==> config.mk <==
export PLATFORM = sky130hd
export DESIGN_NAME = seq_1011_gen
export DESIGN_NICKNAME = d
export VERILOG_FILES = /design/src/rtl/seq_pkg.sv /design/src/rtl/seq_1011_gen.sv
export SDC_FILE = /design/constraint.sdc
export NUM_CORES = 1
export LEC_CHECK = 0
export ABC_AREA = 1
export ABC_CLOCK_PERIOD_IN_PS = 3390
export CORE_MARGIN = 8
export CORE_UTILIZATION = 59
export DETAILED_ROUTE_END_ITERATION = 10
export PLACE_DENSITY = 0.84
export SLEW_MARGIN = 20
export SYNTH_ARGS = -nofsm -noshare
export SYNTH_HDL_FRONTEND = slang
export SYNTH_SLANG_ARGS = --single-unit
==> constraint.sdc <==
create_clock -name clk -period 3.39 [get_ports clk]
set_input_delay 0.339 -clock clk [delete_from_list [all_inputs] [get_ports clk]]
set_output_delay 0.339 -clock clk [all_outputs]
set_load 0.01 [all_outputs]
==> src/rtl/seq_pkg.sv <==
// ---------------------------------------------------------------------------
// seq_pkg
// Shared definitions for the 1011 sequence generator and detectors.
//   seq_state_e : generator FSM states (IDLE, SEND, GAP)
//   SEQ_1011    : the reference pattern, sent/checked MSB first
// ---------------------------------------------------------------------------
package seq_pkg;

  typedef enum logic [1:0] {
    IDLE = 2'd0,
    SEND = 2'd1,
    GAP  = 2'd2
  } seq_state_e;

  localparam logic [3:0] SEQ_1011 = 4'b1011;

endpackage : seq_pkg

==> src/rtl/seq_1011_gen.sv <==
// ---------------------------------------------------------------------------
// seq_1011_gen
// Serial pattern generator. On start it emits PATTERN (MSB first) `reps`
// times with `gap` idle zeros between repetitions, and marks the last bit of
// every pattern with match_exp so a detector's output can be checked.
//
// Ports
//   clk       in   single clock, rising edge
//   reset_n   in   asynchronous active-low reset
//   start     in   run request, sampled only while idle
//   abort     in   synchronous stop, back to idle without done
//   reps      in   number of pattern repetitions (latched at start)
//   gap       in   zero bits between repetitions (latched at start)
//   x         out  serial stream bit
//   x_valid   out  x carries a pattern or gap bit this cycle
//   match_exp out  high on the last bit of each pattern
//   busy      out  high while sending pattern or gap bits
//   done      out  one-cycle pulse after normal completion
// All outputs are registered.
// ---------------------------------------------------------------------------
module seq_1011_gen
  import seq_pkg::*;
#(
  parameter int unsigned      PAT_W   = 4,
  parameter logic [PAT_W-1:0] PATTERN = PAT_W'(SEQ_1011),
  parameter int unsigned      CNT_W   = 8,
  parameter int unsigned      GAP_W   = 4
) (
  input  logic             clk,
  input  logic             reset_n,
  input  logic             start,
  input  logic             abort,
  input  logic [CNT_W-1:0] reps,
  input  logic [GAP_W-1:0] gap,
  output logic             x,
  output logic             x_valid,
  output logic             match_exp,
  output logic             busy,
  output logic             done
);

  localparam int unsigned      IDX_W    = (PAT_W > 1) ? $clog2(PAT_W) : 1;
  localparam logic [IDX_W-1:0] IDX_LAST = IDX_W'(PAT_W - 1);

  seq_state_e       state_q,   state_d;
  logic [IDX_W-1:0] idx_q,     idx_d;
  logic [CNT_W-1:0] rep_q,     rep_d;      // repetitions still to send, incl. current
  logic [GAP_W-1:0] gap_len_q, gap_len_d;  // latched gap length
  logic [GAP_W-1:0] gap_cnt_q, gap_cnt_d;  // gap bits still to send, incl. current

  logic x_q,     x_d;
  logic valid_q, valid_d;
  logic match_q, match_d;
  logic busy_q,  busy_d;
  logic done_q,  done_d;

  // -------------------------------------------------------------------------
  // State register
  // -------------------------------------------------------------------------
  always_ff @(posedge clk or negedge reset_n) begin
    if (!reset_n) begin
      state_q   <= IDLE;
      idx_q     <= '0;
      rep_q     <= '0;
      gap_len_q <= '0;
      gap_cnt_q <= '0;
      x_q       <= 1'b0;
      valid_q   <= 1'b0;
      match_q   <= 1'b0;
      busy_q    <= 1'b0;
      done_q    <= 1'b0;
    end else begin
      state_q   <= state_d;
      idx_q     <= idx_d;
      rep_q     <= rep_d;
      gap_len_q <= gap_len_d;
      gap_cnt_q <= gap_cnt_d;
      x_q       <= x_d;
      valid_q   <= valid_d;
      match_q   <= match_d;
      busy_q    <= busy_d;
      done_q    <= done_d;
    end
  end

  // -------------------------------------------------------------------------
  // Next-state logic. state_q describes the bit being driven in the current
  // cycle; the outputs for the next cycle are decoded from the next state so
  // that every output leaves a flop.
  // -------------------------------------------------------------------------
  always_comb begin
    state_d   = state_q;
    idx_d     = idx_q;
    rep_d     = rep_q;
    gap_len_d = gap_len_q;
    gap_cnt_d = gap_cnt_q;
    done_d    = 1'b0;

    unique case (state_q)
      IDLE: begin
        if (start) begin
          if (reps != '0) begin
            rep_d     = reps;
            gap_len_d = gap;
            idx_d     = IDX_LAST;
            state_d   = SEND;
          end else begin
            // Zero repetitions: nothing to send, complete immediately.
            done_d = 1'b1;
          end
        end
      end

      SEND: begin
        if (idx_q == '0) begin
          rep_d = rep_q - CNT_W'(1);
          if (rep_q == CNT_W'(1)) begin
            state_d = IDLE;
            done_d  = 1'b1;
          end else if (gap_len_q == '0) begin
            idx_d = IDX_LAST;             // back-to-back pattern
          end else begin
            gap_cnt_d = gap_len_q;
            state_d   = GAP;
          end
        end else begin
          idx_d = idx_q - IDX_W'(1);
        end
      end

      GAP: begin
        if (gap_cnt_q == GAP_W'(1)) begin
          gap_cnt_d = '0;
          idx_d     = IDX_LAST;
          state_d   = SEND;
        end else begin
          gap_cnt_d = gap_cnt_q - GAP_W'(1);
        end
      end

      default: begin
        state_d = IDLE;
      end
    endcase

    // Abort overrides everything, including a simultaneous start.
    if (abort) begin
      state_d   = IDLE;
      idx_d     = '0;
      rep_d     = '0;
      gap_len_d = '0;
      gap_cnt_d = '0;
      done_d    = 1'b0;
    end

    // Registered output decode from the next state.
    x_d     = (state_d == SEND) ? PATTERN[idx_d] : 1'b0;
    valid_d = (state_d != IDLE);
    busy_d  = (state_d != IDLE);
    match_d = (state_d == SEND) && (idx_d == '0);
  end

  assign x         = x_q;
  assign x_valid   = valid_q;
  assign match_exp = match_q;
  assign busy      = busy_q;
  assign done      = done_q;

endmodule : seq_1011_gen
==> metrics.csv <==
metric,value,unit
outcome,"finished, violations left",
violations,negative hold slack,
synthAdderAreaFrac,3.137,%
place.detailed.hpwl,2612,um
r2r_start,rep_q[1],
synth_compound_area_share,10.90,%
overflow,0,
r2r_cells,11,
drc_errors,0,
grt_antenna_before_repair,0,
synth_top_family_by_area,simple AND/OR/NAND/NOR gates,
drv_slew,0,
crit_type,in2reg,
clkLatencyLatePin,0.31,ns
hold_violations,24,
cp.arrival,1.95,ns
grt_max_degree,25,
synth_top_area_cell,dfrtp_1,
rows,19,
antennaDiodeCount,0,
synth_area,1595,sq um
yosys_warnings,0,
grt_usage,16.02,%
viasPerCell,5.307,
critical_path.startpoint_type,input port,
path_delay_family,buffers and inverters,
gp_congestion,0.8660,
final-setup-viol-count,0,
synth.avg_cell_area,7.090,sq um
root_buffer,clkbuf_4,
postCtsHoldBufs,0,
crit_chain,clkdlybuf4s50_1 > inv_1 > nand3_1 > nand4_4 > clkinv_2 > nand2_1 > nand2_1,
drtIter0Drc,87,
r2r_slack,1.75,ns
die_width,68,um
htreeDepth,1,
synth_flop_cell,dfrtp_1,
dr.pass1.iters,4,
portBuffers,20,
antenna_left,0,
synthXorXnorAreaFrac,2.196,%
ios,21,
grt_pass1_wl,5823,um
yosysSeqAreaShare,37.65,%
rr_endpoint,x,
initial_utilization,59.92,%
worst-path-buf-inv,3,
fin_tns_setup,0,ns
slew_headroom,65.57,%
muxShareOfSynthArea,0.6275,%
worst_pin_slew,0.5164,ns
numClockSinks,24,
synth_common_cells,"nand2_1, dfrtp_1, nor2_1",
finalNetCount,267,
syn_nets,245,
ys_seq_elements,24,
dieArea,4624,sq um
syn_inst,225,
p_leak,0.0009298,uW
grt_pass1_vias,1414,
rsz0062_at_grt,no,
crit_path_max_incr_delay,0.54,ns
clock_path_buffers,2,
period_needed,1.734,ns
ys_types,31,
cts-resized-gates,0,
fmaxAchievable,0.5768,GHz
yosys.area_share.simple,37.88,%
postLayoutCoreUtil,69.22,%
cap_viol_max_count,0,
wl_per_cell,12.25,um
area_delta_synth_final,15.53,%
cp_common_cell,nand2_1,
cp_max_fo,15,
wl,3393,um
coreArea,2663,sq um
cp.required,3.61,ns
post-route-period-util,51.14,%
synth_edf_count,0,
synth_most_common_cell,nand2_1,
skew,0.001767,ns
cp-end-kind,flip-flop,
synth_top_area_share,37.65,%
hp-class,in2async,
slowest_stage,clkdlybuf4s50_1,
powerDensity,508.1,nW/um^2
synth_area_leaders,"dfrtp_1, nand2_1, nand3_1, nor2_1, inv_1",
via_count,1470,
hold_slack,-0.01980,ns
cts_tree,done,
die_h,68,um
cts_buffers,3,
ir_drop,0.4647,mV
postSynth.asyncResetShare,100.0,%
drive_above_1_share,10.57,%
postCtsSetupRepairBufs,0,
clk_pin_slew,0.13,ns
area by class of cell:
type                       instances  area, sq um
timing repair buffer              20        195.2
fill                             239        819.5
inverter                          26        98.84
tap                               31        38.79
sequential                        24        600.6
multi-input combinational        172        873.3
clock buffer                       4        36.28
per-stage QoR:
stage | setup WS, ns | power, uW | cell area (sq um) | cells
6_report | 1.656 | 936.4 | 1843 | 277
5_1_grt | 1.522 | 1022 | 1843 | 277
4_1_cts | 1.657 | 942.5 | 1848 | 277
3_5_place_dp | 1.314 | 791.3 | 1812 | 273
3_3_place_gp | 1.391 | 781.7 | 1812 | 273
2_1_floorplan | 2.039 | 683.7 | 1595 | 225
how the worst max path moves through the flow:
| stage | from | to | slack [ns] | depth (start not counted) |
|---|---|---|---|---|
| 3_5_place_dp | abort | rep_q[6] | 1.31 | 7 |
| 6_report | abort | rep_q[7] | 1.66 | 7 |
| 2_1_floorplan | rep_q[1] | x | 2.04 | 11 |
| 5_1_grt | abort | rep_q[1] | 1.52 | 6 |
| 4_1_cts | abort | rep_q[6] | 1.66 | 7 |
| 3_3_place_gp | abort | rep_q[6] | 1.39 | 7 |
routing by layer:
| layer | routed length (um) | track usage (%) |
|---|---|---|
| met1 | 1477 | 18.33 |
| met2 | 1677 | 28.84 |
| met3 | 175 | 2.291 |
| met4 | 63 | 7.161 |
| met5 | 0 | 0 |
sequential cells by signal, summed over array words and instances, names as in the netlist:
name       flops
idx_q          2
done           1
x              1
state_q        2
busy           1
rep_q          8
match_exp      1
gap_len_q      4
gap_cnt_q      4
layout by cell type, fill, tap and decap left out, drive strengths merged:
master / synthesis / routed
o211ai: 1 / 1
a21oi: 5 / 5
clkdlybuf4s50: 0 / 19
nor3: 2 / 2
clkinv: 1 / 1
dfrtp: 24 / 24
xor2: 2 / 2
xnor2: 2 / 2
nor2: 29 / 29
inv: 25 / 25
mux2i: 1 / 1
nand3: 21 / 21
buf: 2 / 1
nand4: 2 / 2
a21boi: 1 / 1
nand2: 80 / 80
ha: 4 / 4
o211a: 1 / 1
o21ai: 21 / 21
clkbuf: 1 / 4
power breakdown:
group | switching (uW) | leakage (uW) | internal, uW
combinational | 242 | 0.000591 | 156
clock | 83.2 | 0.0000210 | 65.6
sequential | 52.3 | 0.000318 | 337
total | 377 | 0.000930 | 559
cells by family after synthesis:
| group | after synthesis |
|---|---|
| muxes | 1 |
| adders and majority gates | 4 |
| and+or+nand+nor | 134 |
| DFF | 24 |
| xor gates and xnor gates | 4 |
| AOI/OAI and AO/OA | 29 |
| buffers and inverters | 29 |
Power figures use the tool's default switching activity.
